--- src/rtl/vsync_hub_pkg.sv ---
`default_nettype none
// ============================================================
// vsync_hub_pkg : shared constants and channel enum for vsync_hub
// Rev 1.0
// ============================================================
package vsync_hub_pkg;

   localparam int SYNC_DEPTH = 8;

   typedef enum logic [1:0] {
      MV = 2'd0,
      EV = 2'd1,
      VE = 2'd2
   } sync_ch_e;

endpackage
`default_nettype wire

--- src/rtl/vsync_hub_if.sv ---
`default_nettype none
// ============================================================
// vsync_hub_if : token handshake and error bus of the sync hub
// Rev 1.0
// ============================================================
interface vsync_hub_if;

   logic       mvWSync;
   logic       mvRSync;
   logic       mvEmpty;
   logic       mvFull;
   logic       evWSync;
   logic       evRSync;
   logic       evEmpty;
   logic       evFull;
   logic       veWSync;
   logic       veRSync;
   logic       veEmpty;
   logic       veFull;
   logic       clrErr;
   logic [2:0] syncErr;

   modport master (
      output mvWSync, mvRSync, evWSync, evRSync, veWSync, veRSync, clrErr,
      input  mvEmpty, mvFull, evEmpty, evFull, veEmpty, veFull, syncErr
   );

   modport slave (
      input  mvWSync, mvRSync, evWSync, evRSync, veWSync, veRSync, clrErr,
      output mvEmpty, mvFull, evEmpty, evFull, veEmpty, veFull, syncErr
   );

endinterface
`default_nettype wire

--- src/rtl/vsync_hub_sync_cnt.sv ---
`default_nettype none
// ============================================================
// SyncCnt : one token channel - counter, full/empty decode, sticky error
// Rev 1.0
// ============================================================
module SyncCnt #(
   parameter int Depth = 8
) (
   input  wire logic clk,
   input  wire logic rst_n,
   input  wire logic w_i,
   input  wire logic r_i,
   input  wire logic clr_i,
   output logic      empty_o,
   output logic      full_o,
   output logic      err_o
);

   localparam int CW = $clog2(Depth + 1);

   logic [CW-1:0] cnt_q, cnt_d;
   logic          err_q, err_d;
   logic          full, empty, acc_w, acc_r, new_err;

   assign full  = (cnt_q == CW'(Depth));
   assign empty = (cnt_q == '0);

   // At full a paired read frees the slot the write needs, so both go through.
   assign acc_w   = w_i & (~full | r_i);
   assign acc_r   = r_i & ~empty;
   assign new_err = (w_i & ~r_i & full) | (r_i & empty);

   always_comb begin
      cnt_d = cnt_q;
      if (acc_w && !acc_r) begin
         cnt_d = cnt_q + CW'(1);
      end else if (!acc_w && acc_r) begin
         cnt_d = cnt_q - CW'(1);
      end
      err_d = new_err | (err_q & ~clr_i);
   end

   always_ff @(posedge clk or negedge rst_n) begin
      if (!rst_n) begin
         cnt_q <= '0;
         err_q <= 1'b0;
      end else begin
         cnt_q <= cnt_d;
         err_q <= err_d;
      end
   end

   assign empty_o = empty;
   assign full_o  = full;
   assign err_o   = err_q;

endmodule
`default_nettype wire

--- src/rtl/vsync_hub.sv ---
`default_nettype none
// ============================================================
// vsync_hub : three independent token channels (M->V, E->V, V->E)
// Rev 1.0
// ============================================================
module vsync_hub
   import vsync_hub_pkg::*;
#(
   parameter int SyncDepth = SYNC_DEPTH
) (
   input wire logic clk,
   input wire logic rst_n,
   vsync_hub_if.slave bus
);

   logic [2:0] err;

   SyncCnt #(.Depth(SyncDepth)) u_mv (
      .clk(clk), .rst_n(rst_n),
      .w_i(bus.mvWSync), .r_i(bus.mvRSync), .clr_i(bus.clrErr),
      .empty_o(bus.mvEmpty), .full_o(bus.mvFull), .err_o(err[MV])
   );

   SyncCnt #(.Depth(SyncDepth)) u_ev (
      .clk(clk), .rst_n(rst_n),
      .w_i(bus.evWSync), .r_i(bus.evRSync), .clr_i(bus.clrErr),
      .empty_o(bus.evEmpty), .full_o(bus.evFull), .err_o(err[EV])
   );

   SyncCnt #(.Depth(SyncDepth)) u_ve (
      .clk(clk), .rst_n(rst_n),
      .w_i(bus.veWSync), .r_i(bus.veRSync), .clr_i(bus.clrErr),
      .empty_o(bus.veEmpty), .full_o(bus.veFull), .err_o(err[VE])
   );

   assign bus.syncErr = err;

endmodule
`default_nettype wire

--- src/flat_wrapper.sv ---
// flat-port wrapper written by rule: the top's interface ports become plain ports
module vsync_hub_flat import vsync_hub_pkg::*;
#(
   parameter int SyncDepth = SYNC_DEPTH
)
  (clk, rst_n, bus_mvWSync, bus_mvRSync, bus_evWSync, bus_evRSync, bus_veWSync, bus_veRSync, bus_clrErr, bus_mvEmpty, bus_mvFull, bus_evEmpty, bus_evFull, bus_veEmpty, bus_veFull, bus_syncErr);
  vsync_hub_if bus_i ();
  input wire logic clk;
  input wire logic rst_n;
  input wire logic [$bits(bus_i.mvWSync)-1:0] bus_mvWSync;
  input wire logic [$bits(bus_i.mvRSync)-1:0] bus_mvRSync;
  input wire logic [$bits(bus_i.evWSync)-1:0] bus_evWSync;
  input wire logic [$bits(bus_i.evRSync)-1:0] bus_evRSync;
  input wire logic [$bits(bus_i.veWSync)-1:0] bus_veWSync;
  input wire logic [$bits(bus_i.veRSync)-1:0] bus_veRSync;
  input wire logic [$bits(bus_i.clrErr)-1:0] bus_clrErr;
  output wire logic [$bits(bus_i.mvEmpty)-1:0] bus_mvEmpty;
  output wire logic [$bits(bus_i.mvFull)-1:0] bus_mvFull;
  output wire logic [$bits(bus_i.evEmpty)-1:0] bus_evEmpty;
  output wire logic [$bits(bus_i.evFull)-1:0] bus_evFull;
  output wire logic [$bits(bus_i.veEmpty)-1:0] bus_veEmpty;
  output wire logic [$bits(bus_i.veFull)-1:0] bus_veFull;
  output wire logic [$bits(bus_i.syncErr)-1:0] bus_syncErr;
  assign bus_i.mvWSync = bus_mvWSync;
  assign bus_i.mvRSync = bus_mvRSync;
  assign bus_i.evWSync = bus_evWSync;
  assign bus_i.evRSync = bus_evRSync;
  assign bus_i.veWSync = bus_veWSync;
  assign bus_i.veRSync = bus_veRSync;
  assign bus_i.clrErr = bus_clrErr;
  assign bus_mvEmpty = bus_i.mvEmpty;
  assign bus_mvFull = bus_i.mvFull;
  assign bus_evEmpty = bus_i.evEmpty;
  assign bus_evFull = bus_i.evFull;
  assign bus_veEmpty = bus_i.veEmpty;
  assign bus_veFull = bus_i.veFull;
  assign bus_syncErr = bus_i.syncErr;
  vsync_hub #(.SyncDepth(SyncDepth)) u_core (.clk(clk), .rst_n(rst_n), .bus(bus_i));
endmodule
--- config.mk ---
export PLATFORM = sky130hd
export DESIGN_NAME = vsync_hub_flat
export DESIGN_NICKNAME = d
export VERILOG_FILES = /design/src/rtl/vsync_hub_pkg.sv /design/src/rtl/vsync_hub_if.sv /design/src/rtl/vsync_hub_sync_cnt.sv /design/src/rtl/vsync_hub.sv /design/src/flat_wrapper.sv
export SDC_FILE = /design/constraint.sdc
export NUM_CORES = 1
export LEC_CHECK = 0
export BUFFER_PORTS_ARGS = -buffer_cell sky130_fd_sc_hd__buf_2
export CORE_MARGIN = 4
export CORE_UTILIZATION = 56
export DETAILED_ROUTE_END_ITERATION = 8
export PLACE_DENSITY = 0.79
export SLEW_MARGIN = 20
export SYNTH_ARGS = -nofsm -noshare
export SYNTH_HDL_FRONTEND = slang
export SYNTH_SLANG_ARGS = --single-unit
--- constraint.sdc ---
create_clock -name clk -period 3.5 [get_ports clk]
set_clock_uncertainty 0.2 [all_clocks]
set_input_delay 0.7 -clock clk [delete_from_list [all_inputs] [get_ports clk]]
set_output_delay 0.7 -clock clk [all_outputs]
set_load 0.03 [all_outputs]
### After elaboration in Yosys (flattened, before gate mapping)

Cells that the tools add are included.

* register bits after elaboration: 15
* input bits: 9
* output and inout bits: 9
* word-level logic and storage cells: 76

* multiplexer cells: 6
* equal/unequal tests: 3
* reductions and logical operators: 18
* bitwise logic cells: 37
* add/sub/neg operators: 6

Operators with widths (count)
* $mux 4: 6
* $and 1x1->1: 18
* $add 4x1->4 const B: 3
* $eq 4x4->1 const B: 3
* $logic_not 4->1: 3
* $sub 4x1->4 const B: 3
* $not 1->1: 10
* $or 1x1->1: 9
* $logic_and 1x1->1: 6
* $logic_not 1->1: 6
* $reduce_bool 2->1: 3

### Depth between registers and ports, before layout

Gate-level depths: netlist of the first run.

* word-level depth: 8
* gate-level depth with buffers: 9
* gate-level depth less buffers: 9

### Cells and area by module

From an unflattened synthesis of the first run, not the netlist that was laid out.

* cell total of the unflattened synthesis: 123
* area, all modules: 1178.6 um^2

By module, submodules not included
* SyncCnt: area an instance 392.9 um^2, instances 3, cells an instance 41

### Least setup slack after synthesis of the first run

Ideal clock, no wire load.

* kind: flip-flop to flip-flop
* start: register u_core.u_mv.cnt_q[0]
* end: register u_core.u_mv.cnt_q[3]
* slack: 0.395 ns
* clock period less this slack: 3.105 ns
* data required time: 3.171 ns
* data arrival time: 2.777 ns
* stages on the path, launching flop included: 10
* path through: dfrtp_1 > or3_1 > nor2_1 > a21boi_0 > ha_1 > inv_1 > ha_1 > or4_4 > o211ai_2 > o211ai_2

* longest elaborated chain between the ends: 7
* elaborated cells between the ends (all ways): 16

RTL lines
* start: declaration: RTL line vsync_hub_sync_cnt.sv:21 `logic [CW-1:0] cnt_q, cnt_d;`
* start signal: assignment: RTL line vsync_hub_sync_cnt.sv:48 `cnt_q <= cnt_d;`
* $eq 4x4->1 (*): RTL line vsync_hub_sync_cnt.sv:25 `assign full = (cnt_q == CW'(Depth));`
* via bus_mvFull: RTL line flat_wrapper.sv:18 `output wire logic [$bits(bus_i.mvFull)-1:0] bus_mvFull;`
* $not 1->1 (*): RTL line vsync_hub_sync_cnt.sv:29 `assign acc_w = w_i & (~full | r_i);`
* $or 1x1->1 (*): RTL line vsync_hub_sync_cnt.sv:29
* $and 1x1->1 (*): RTL line vsync_hub_sync_cnt.sv:29
* $logic_not 1->1: RTL line vsync_hub_sync_cnt.sv:37 `end else if (!acc_w && acc_r) begin`
* $logic_and 1x1->1: RTL line vsync_hub_sync_cnt.sv:37
* $reduce_bool 2->1 (no line)

The timed path passes the listed nets; every way through them passes the cells marked *. The select of a mux whose other input is x is not followed.
A chain may end at the register's enable or synchronous reset.

### Worst setup path after layout of the first run

* start: register u_core.u_ev.cnt_q[0]
* end: register u_core.u_ev.cnt_q[3]

* longest elaborated chain between the ends: 7
* elaborated cells between the ends (all ways): 16

RTL lines (RTL line)
* start: declaration: vsync_hub_sync_cnt.sv:21
* start signal: assignment: vsync_hub_sync_cnt.sv:48
* $eq 4x4->1: vsync_hub_sync_cnt.sv:25
* $not 1->1: vsync_hub_sync_cnt.sv:29
* $or 1x1->1: vsync_hub_sync_cnt.sv:29
* $and 1x1->1: vsync_hub_sync_cnt.sv:29
* $logic_not 1->1: vsync_hub_sync_cnt.sv:37
* $logic_and 1x1->1: vsync_hub_sync_cnt.sv:37
* $reduce_bool 2->1 (no line)

Several ways; a longest one is shown, not always the timed one. The select of a mux whose other input is x is not followed.

==> key figures, run 1 <==
Run
  • Max-cap viol count: 0

STA
  • FMAX: 0.344 GHz
  • Hold slack: 108 ps
  • Slew of the pin with the lowest slew margin: 342 ps
  • Fin. Hold Viols: 0
  • Min Tclk post-route: 2900 ps
  • RSZ-0062 raised after global routing: no
  • Endpoints failing setup: 0
  • Period utilization: 83.0%
  • Setup_tns: 0 ps
  • Max-slew headroom: 77.2%
  • Max-slew violation count: 0

Route
  • Drt drc: 0
  • Starting DRT DRC Count: 8
  • Via density: 5.75
  • WL/cell: 13.4 um
  • Routed Antenna Nets: 0
  • Final wirelength: 2190 um
  • TritonRoute pass-1 iters: 4
  • Via Count: 938

Critical path
  • R2R setup slack: 600 ps
  • CP Capture Type: flop
  • Worst Reg-to-Reg Cells: 8
  • CP Data Arrival Time: 2870 ps
  • CP Max Fanout: 6
  • Startpoint type of the worst setup path: flop
  • Setup CP Type: flop to flop
  • Worst Path Required: 3470 ps

Final layout
  • Layout cell share with drive strength beyond 1: 25.7%
  • Nets: 158
  • # fillers: 164
  • N_diodes: 0
  • Layout area overhead: 9.17%
  • Commonest non-fill, non-tap cell in the layout: buf_2
  • Most frequent cells in the layout: 17 x buf_2, 15 x dfrtp_1, 10 x inv_1

Logic synthesis
  • Synth Area in Adders: 14.5%
  • Post-synth net total: 142
  • Yosys cell types: 26
  • Synth warnings: 0
  • Seq cells post-synth: 15
  • Main combinational cell family by area after synthesis: compound AO/OA/AOI/OAI gates
  • Sequential cell area fraction in the yosys report: 31.6%
  • Post-synthesis compound-gate area fraction: 19.2%
  • Cell taking the most area after synthesis: dfrtp_1
  • Mapped Cells: 121
  • EDFF count, synth: 0
  • Syn_area_per_cell: 9.81 um2
  • Post-synthesis xor/xnor area fraction: 4.43%
  • Mux share of post-synthesis cell area: 5.37%
  • Mapped cell area: 1190 um2
  • Post-synthesis async set-or-reset flop share: 100%
  • Yosys top cell area share: 31.6%
  • Primary FF master, synth: dfrtp_1
  • Synth top area cells: dfrtp_1 32%, ha_1 9.5%, o211ai_2 6.3%
  • Synth Area in Simple Gates: 18.5%

Die
  • Core box area: 1980 um2
  • Die area: 2920 um2
  • IO Pins: 18
  • Vert. Die Dim: 54.0 um
  • Row cnt: 16
  • Die W: 54.0 um
  • Initial core utilization: 59.9%

Clocking
  • # hold bufs at CTS: 0
  • Clk root buf: clkbuf_4
  • CTS Buffer Depth: 2
  • CTS Buf Count: 3
  • CTS tree: yes
  • Worst-path clk slew: 100 ps
  • CTS H-Tree Depth: 1
  • Clk sink count: 15
  • Worst skew pair latency: 280 ps
  • Post-CTS Setup Repair Bufs: 0
  • CTS resizes: 0

Power and ir drop
  • Leak pwr: 0.000585 uW
  • Cell Pwr Density: 933 nW/um2
  • Tot Pwr: 1210 uW
  • VDD IR max: 0.516 mV

Global routing
  • Largest net degree at the start of global routing: 16
  • Global-route wire length before repair: 3690 um
  • Vias in the first global route: 858
  • GRT Util Overall: 17.1%
  • Initial antenna violation count: 0
  • Total grt overflow: 0

Placement
  • Gp weighted congestion: 0.850
  • DP HPWL: 1710 um
  • Port-buffer cells: 17

Outcome
  • Status: finished clean

Worst hold path
  • Worst min path class: input port to async pin
[cell families after synthesis]
logic type | count (synthesis)
AOI/OAI and AO/OA | 30
xor gates and xnor gates | 6
adders and majority gates | 12
buffers and inverters | 16
DFF | 15
muxes | 6
and+or+nand+nor | 36
[path summary, 6_finish.rpt]
path                                 startpoint                    to
max                        u_core.u_ev.cnt_q[0]  u_core.u_ev.cnt_q[3]
max in group asynchronous                 rst_n     u_core.u_ve.err_o
min reg2reg                u_core.u_mv.cnt_q[2]  u_core.u_mv.cnt_q[2]
min                                       rst_n  u_core.u_mv.cnt_q[2]
min in group clk           u_core.u_mv.cnt_q[2]  u_core.u_mv.cnt_q[2]
max reg2reg                u_core.u_ev.cnt_q[0]  u_core.u_ev.cnt_q[3]
[power breakdown]
group | total, uW | internal (uW) | switching (uW)
Sequential | 371 | 263 | 108
Combinational | 739 | 338 | 401
Clock | 98.9 | 42.3 | 56.6
Total | 1210 | 643 | 566
[metal layers]
metal	part of all wire, %	GRT usage (%)
met5	0	0
met2	51	29.0
met1	45	22.8
met3	4.2	3.32
met4	0	2.49
[synth_stat cells (all sizes together) (4+ instances only)]
master,count
o211ai,6
nand2,6
or3,6
dfrtp,15
a21oi,9
ha,9
nand3,6
xnor2,6
o21ai,6
nor2,6
inv,10
buf,4
[flip-flops by register name, summed over array words and instances, names as in the netlist]
signal             cells
u_core.u_mv.cnt_q      4
u_core.u_ve.err_o      1
u_core.u_mv.err_o      1
u_core.u_ev.cnt_q      4
u_core.u_ev.err_o      1
u_core.u_ve.cnt_q      4
[metrics by stage]
stage	std cells	util, %	setup WS (ps)	instance area [um2]
after floorplan	121	-	395	1190
after global placement	159	64.0	640	1270
after detailed placement	159	64.0	621	1270
after CTS	163	65.4	608	1300
after global routing	163	65.4	443	1300
final	163	65.4	596	1300
[final cells by class]
cell class	instances	area (um2)	area share, %
repair buffers	17	85.1	6.56
multi-input cells	90	737	56.9
inverters	10	37.5	2.90
clock inverters	1	5.00	0.386
flip-flops and latches	15	375	29.0
clock buffers	3	22.5	1.74
well taps	27	33.8	2.61
[critical path, cell delays in order, from the launching register on]
cell and delay, ps:
dfrtp_1 470, or3_4 440, o31a_1 250, ha_1 260
inv_1 160, ha_1 310, or4_4 530, o211ai_2 90
o211ai_2 80
Power figures use the tool's default switching activity.
==> inputs of run 2 (changes only) <==
==> constraint.sdc (replaced) <==
create_clock -name clk -period 2.75 [get_ports clk]
set_clock_uncertainty 0.2 [all_clocks]
set_input_delay 0.55 -clock clk [delete_from_list [all_inputs] [get_ports clk]]
set_output_delay 0.55 -clock clk [all_outputs]
set_load 0.03 [all_outputs]
==> key figures, run 2 (synthesized netlist as in run 1, its figures left out) <==
STA
  • Setup_tns: 0 ps (unchanged)
  • Fin. Hold Viols: 0 (unchanged)
  • Max-slew headroom: 76.6% (-0.62 points)
  • Max-slew violation count: 0 (unchanged)
  • Min Tclk post-route: 2660 ps (-242 ps)
  • Slew of the pin with the lowest slew margin: 351 ps (+9.33 ps)
  • Worst Setup Slack, final: 87.8 ps (-508 ps)
  • Period utilization: 96.8% (+14 points)
  • Endpoints failing setup: 0 (unchanged)
  • FMAX: 0.376 GHz (+9.1%)

Clocking
  • Clk root buf: clkbuf_4
  • Worst-path clk slew: 90 ps (about the same)
  • CTS H-Tree Depth: 1 (unchanged)
  • Worst skew pair latency: 280 ps (about the same)
  • CTS tree: yes
  • CTS Buf Count: 3 (unchanged)
  • CTS Buffer Depth: 2 (unchanged)
  • Clk sink count: 15 (unchanged)

Power and ir drop
  • VDD IR max: 0.728 mV (+41%)
  • Cell Pwr Density: 1180 nW/um2 (+27%)
  • Leak pwr: 0.000630 uW (+7.8%)

Critical path
  • Setup CP Type: flop to flop
  • CP Capture Type: flop
  • R2R Path Start: u_core.u_ve.cnt_q[1]
  • Crit. Startpoint: u_core.u_ve.cnt_q[1]
  • CP Max Fanout: 5 (-1)
  • Startpoint type of the worst setup path: flop
  • Worst Path Required: 2720 ps (-750 ps)
  • CP Data Arrival Time: 2630 ps (-240 ps)

Final layout
  • # fillers: 166 (+1.2%)
  • Nets: 168 (+6.3%)
  • Layout cell share with drive strength beyond 1: 34.2% (+8.5 points)
  • N_diodes: 0 (unchanged)
  • Top flop regs: u_core.u_ev.cnt_q: 4 flops, u_core.u_mv.cnt_q: 4 flops, u_core.u_ve.cnt_q: 4 flops
  • Layout area overhead: 17.1%
  • Commonest non-fill, non-tap cell in the layout: buf_2
  • Finished Core Util: 70.1% (+4.7 points)
  • Most frequent cells in the layout: 17 x buf_2, 14 x dfrtp_1, 9 x a21oi_1, 9 x buf_4

Route
  • Drt drc: 0 (unchanged)
  • Via Count: 999 (+6.5%)
  • Routed Antenna Nets: 0 (unchanged)
  • Via density: 5.77 (+0.35%)
  • Final wirelength: 2440 um (+12%)
  • WL/cell: 14.1 um (+5.1%)
  • TritonRoute pass-1 iters: 4 (unchanged)
  • Starting DRT DRC Count: 9 (+1)

Global routing
  • Vias in the first global route: 954 (+11%)
  • Initial antenna violation count: 0 (unchanged)
  • Global-route wire length before repair: 4100 um (+11%)
  • GRT Util Overall: 18.9% (+1.9 points)
  • Total grt overflow: 0 (unchanged)
  • Largest net degree at the start of global routing: 16 (unchanged)

Run
  • Max-cap viol count: 0 (unchanged)

Worst hold path
  • Worst min path class: input port to flop
  • Hold Startpoint: bus_clrErr

Placement
  • Gp weighted congestion: 0.861 (+1.3%)
  • Port-buffer cells: 17 (unchanged)
  • Post-Place Setup Slack: 40.8 ps (-580 ps)
  • DP HPWL: 1950 um (+14%)

Die
  • Vert. Die Dim: 54.0 um (unchanged)
  • Core box area: 1980 um2 (unchanged)
  • IO Pins: 18 (unchanged)
  • Initial core utilization: 59.9% (unchanged)
  • Die area: 2920 um2 (unchanged)
  • Die W: 54.0 um (unchanged)
  • Row cnt: 16 (unchanged)

Outcome
  • Status: finished clean
## run 2: where the power goes
group          switching, uW  internal (uW)
Clock                   73.9           54.0
Combinational            565            498
Sequential               118            336
## run 2: layer usage
layer | wire length (um) | vias to the layer above | track usage (%)
met5 | 0 | - | 0
met4 | 0 | 0 | 2.07
met3 | 106 | 0 | 4.71
met2 | 1300 | 19 | 33.9
met1 | 1030 | 486 | 23.5
li1 | - | 494 | -
## run 2: stage by stage
stage | hold slack [ps] | power [uW] | cells | area, um2
3_3_place_gp | 277 | 1460 | 167 | 1340
5_1_grt | 291 | 1800 | 173 | 1390
4_1_cts | 276 | 1650 | 172 | 1380
6_report | 285 | 1640 | 173 | 1390
3_5_place_dp | 281 | 1510 | 167 | 1340
2_1_floorplan | 54.4 | 1250 | 121 | 1200
## run 2: final timing paths
kind	end	slack [ps]	cells after the start
max in group asynchronous	u_core.u_ve.cnt_q[1]	1580	2
worst max register to register	u_core.u_ve.cnt_q[3]	90	8
min in group asynchronous	u_core.u_ve.cnt_q[3]	490	2
worst min-delay path	u_core.u_ev.err_o	280	2
worst max-delay path	u_core.u_ve.cnt_q[3]	90	8
worst min register to register	u_core.u_mv.cnt_q[2]	320	2
## run 2: final cells by class
class                      count  area (um2)  share of cell area (%)
multi-input combinational     90         752                    54.1
sequential                    15         377                    27.1
timing repair buffer          27         163                    11.7
inverter                      10        37.5                    2.70
tap                           27        33.8                    2.43
clock buffer                   3        22.5                    1.62
clock inverter                 1        5.00                   0.360
## run 2: repair_timing
| action | in CTS | in global routing |
|---|---|---|
| hold endpoints to repair | 15 | 0 |
| gates resized for setup | 0 | 3 |
| hold buffers | 1 | 0 |
| buffers inserted | 0 | 1 |
| setup endpoints to repair | 0 | 2 |
## run 2: worst max-delay path: stages, from the launching register on
cell and delay [ps]:
dfrtp_2 450, or3_4 410, o31a_1 260, ha_1 230, inv_2 100, ha_1 250
or4_4 480, o211ai_2 90, o211ai_2 90
==> inputs of run 3 (changes only) <==
==> constraint.sdc (replaced) <==
create_clock -name clk -period 2.45 [get_ports clk]
set_clock_uncertainty 0.2 [all_clocks]
set_input_delay 0.49 -clock clk [delete_from_list [all_inputs] [get_ports clk]]
set_output_delay 0.49 -clock clk [all_outputs]
set_load 0.03 [all_outputs]
==> key figures, run 3 (synthesized netlist as in run 1, its figures left out) <==
Critical path
  • R2r endpoint: u_core.u_ve.cnt_q[3]
  • CP Capture Type: flop
  • CP Max Fanout: 4 (-1)
  • Startpoint type of the worst setup path: flop
  • Critical path endpoint: u_core.u_ve.cnt_q[3]
  • Setup CP Type: flop to flop
  • R2R Path Start: u_core.u_ve.cnt_q[1]
  • Crit. Startpoint: u_core.u_ve.cnt_q[1]
  • R2R setup slack: -40 ps (-130 ps)
  • CP Data Arrival Time: 2460 ps (-170 ps)
  • Worst Path Required: 2410 ps (-310 ps)
  • Worst Reg-to-Reg Cells: 8 (unchanged)

Final layout
  • Most frequent cells in the layout: 32 x buf_4, 17 x buf_2, 15 x dfrtp_1
  • Design Area, Final: 1620 um2 (+16%)
  • Nets: 191 (+14%)
  • Commonest non-fill, non-tap cell in the layout: buf_4
  • Post-route insts no fill: 196 (+13%)
  • # fillers: 121 (-27%)
  • Layout cell share with drive strength beyond 1: 46.7% (+12 points)
  • N_diodes: 0 (unchanged)
  • Top flop regs: u_core.u_ev.cnt_q: 4 flops, u_core.u_mv.cnt_q: 4 flops, u_core.u_ve.cnt_q: 4 flops
  • Layout area overhead: 36.2%
  • Register cell area after layout: 375 um2 (-0.33%)
  • Area of the multi-input gates: 802 um2 (+6.7%)

STA
  • Min Tclk post-route: 2490 ps (-167 ps)
  • Max-slew violation count: 0 (unchanged)
  • Period utilization: 102% (+5.0 points)
  • Max-slew headroom: 76.6% (about the same)
  • FMAX: 0.401 GHz (+6.7%)
  • Hold slack: 221 ps (-64.0 ps)
  • Fin. Hold Viols: 0 (unchanged)
  • Worst Setup Slack, final: -44.7 ps (-133 ps)
  • RSZ-0062 raised after global routing: yes
  • Setup_tns: -91.1 ps (-91.1 ps)
  • Slew of the pin with the lowest slew margin: 351 ps (-0.291 ps)
  • Endpoints failing setup: 3 (+3)

Clocking
  • CTS Buffer Depth: 2 (unchanged)
  • CTS Buf Count: 3 (unchanged)
  • Worst-path clk slew: 90 ps (about the same)
  • Clk sink count: 15 (unchanged)
  • Clk root buf: clkbuf_4
  • CTS tree: yes
  • Worst skew pair latency: 280 ps (about the same)
  • CTS H-Tree Depth: 1 (unchanged)

Outcome
  • Status: finished, violations left
  • Failing checks: setup timing

Die
  • Core box area: 1980 um2 (unchanged)
  • Vert. Die Dim: 54.0 um (unchanged)
  • IO Pins: 18 (unchanged)
  • Row cnt: 16 (unchanged)
  • Die W: 54.0 um (unchanged)
  • Initial core utilization: 59.9% (unchanged)
  • Die area: 2920 um2 (unchanged)

Worst hold path
  • Number of cells on the worst hold path: 2 (unchanged)
  • Worst min path class: input port to flop

Route
  • Routed Antenna Nets: 0 (unchanged)
  • Via Count: 1097 (+9.8%)
  • Final wirelength: 2830 um (+16%)
  • Via density: 5.60 (-3.1%)
  • Drt drc: 0 (unchanged)
  • Starting DRT DRC Count: 25 (+16)
  • TritonRoute pass-1 iters: 4 (unchanged)
  • WL/cell: 14.4 um (+2.3%)

Placement
  • Gp weighted congestion: 0.832 (-3.4%)
  • DP HPWL: 2140 um (+9.6%)
  • Placed insts: 183 (+9.6%)
  • Placement Cell Area: 1510 um2 (+12%)
  • Port-buffer cells: 17 (unchanged)

Power and ir drop
  • Leak pwr: 0.000738 uW (+17%)
  • Cell Pwr Density: 1360 nW/um2 (+15%)
  • VDD IR max: 0.861 mV (+18%)
  • Tot Pwr: 2200 uW (+34%)

Global routing
  • GRT Util Overall: 20.6% (+1.6 points)
  • Total grt overflow: 0 (unchanged)
  • Largest net degree at the start of global routing: 16 (unchanged)
  • Initial antenna violation count: 0 (unchanged)
  • Vias in the first global route: 1039 (+8.9%)
  • Global-route wire length before repair: 4420 um (+7.8%)

Run
  • Max-cap viol count: 0 (unchanged)
-- run 3: changes by cell type in the layout (fill, tap and decap cells not counted), sizes merged --
cell	change
buf	+23
clkbuf	+1
clkinv	-1
-- run 3: critical path, stage by stage (launching register included) --
cell and delay (ps):
dfrtp_1 410, or3_4 410, o31a_1 250, ha_2 210
inv_4 70, ha_4 200, or4_4 480, o211ai_2 80
o211ai_2 80
-- run 3: metrics by stage --
step	setup WS (ps)	utilization, %
3_3_place_gp	-60.8	76.0
5_1_grt	-124	81.6
4_1_cts	-53.0	79.8
6_report	-44.7	81.6
2_1_floorplan	-210	-
3_5_place_dp	-80.1	76.0
-- run 3: repair_timing --
action / CTS / global route
pin swaps: 8 / 2
endpoints found under the setup margin: 3 / 5
hold endpoints to repair: 15 / 0
buffers inserted: 4 / 4
resized for setup: 4 / 4
hold buffers: 1 / 0
cloned: 0 / 0
-- run 3: metal layers --
layer | track usage (%) | wire, um | vias to the layer above
li1 | - | - | 539
met1 | 25.7 | 1270 | 522
met2 | 35.9 | 1350 | 34
met3 | 6.09 | 177 | 2
met4 | 2.49 | 34 | 0
met5 | 0 | 0 | -
-- run 3: where the power goes --
group	switching (uW)	internal, uW
clock network	77.9	63.1
logic	784	812
registers	84.3	375
-- run 3: worst min path at each step --
stage                           from              endpoint  slack, ps
after global placement         rst_n  u_core.u_ve.cnt_q[1]        210
after detailed placement       rst_n  u_core.u_ve.cnt_q[1]        220
after global routing      bus_clrErr     u_core.u_ev.err_o        210
final                     bus_clrErr     u_core.u_ev.err_o        220
after floorplan                rst_n  u_core.u_ev.cnt_q[0]         -6
after CTS                 bus_clrErr     u_core.u_ev.err_o        210
-- run 3: layout make-up --
| type | instances | share of cell area (%) |
|---|---|---|
| Multi-Input combinational cell | 90 | 49.6 |
| Sequential cell | 15 | 23.2 |
| Timing Repair Buffer | 50 | 20.7 |
| Inverter | 10 | 2.78 |
| Tap cell | 27 | 2.09 |
| Clock buffer | 4 | 1.62 |
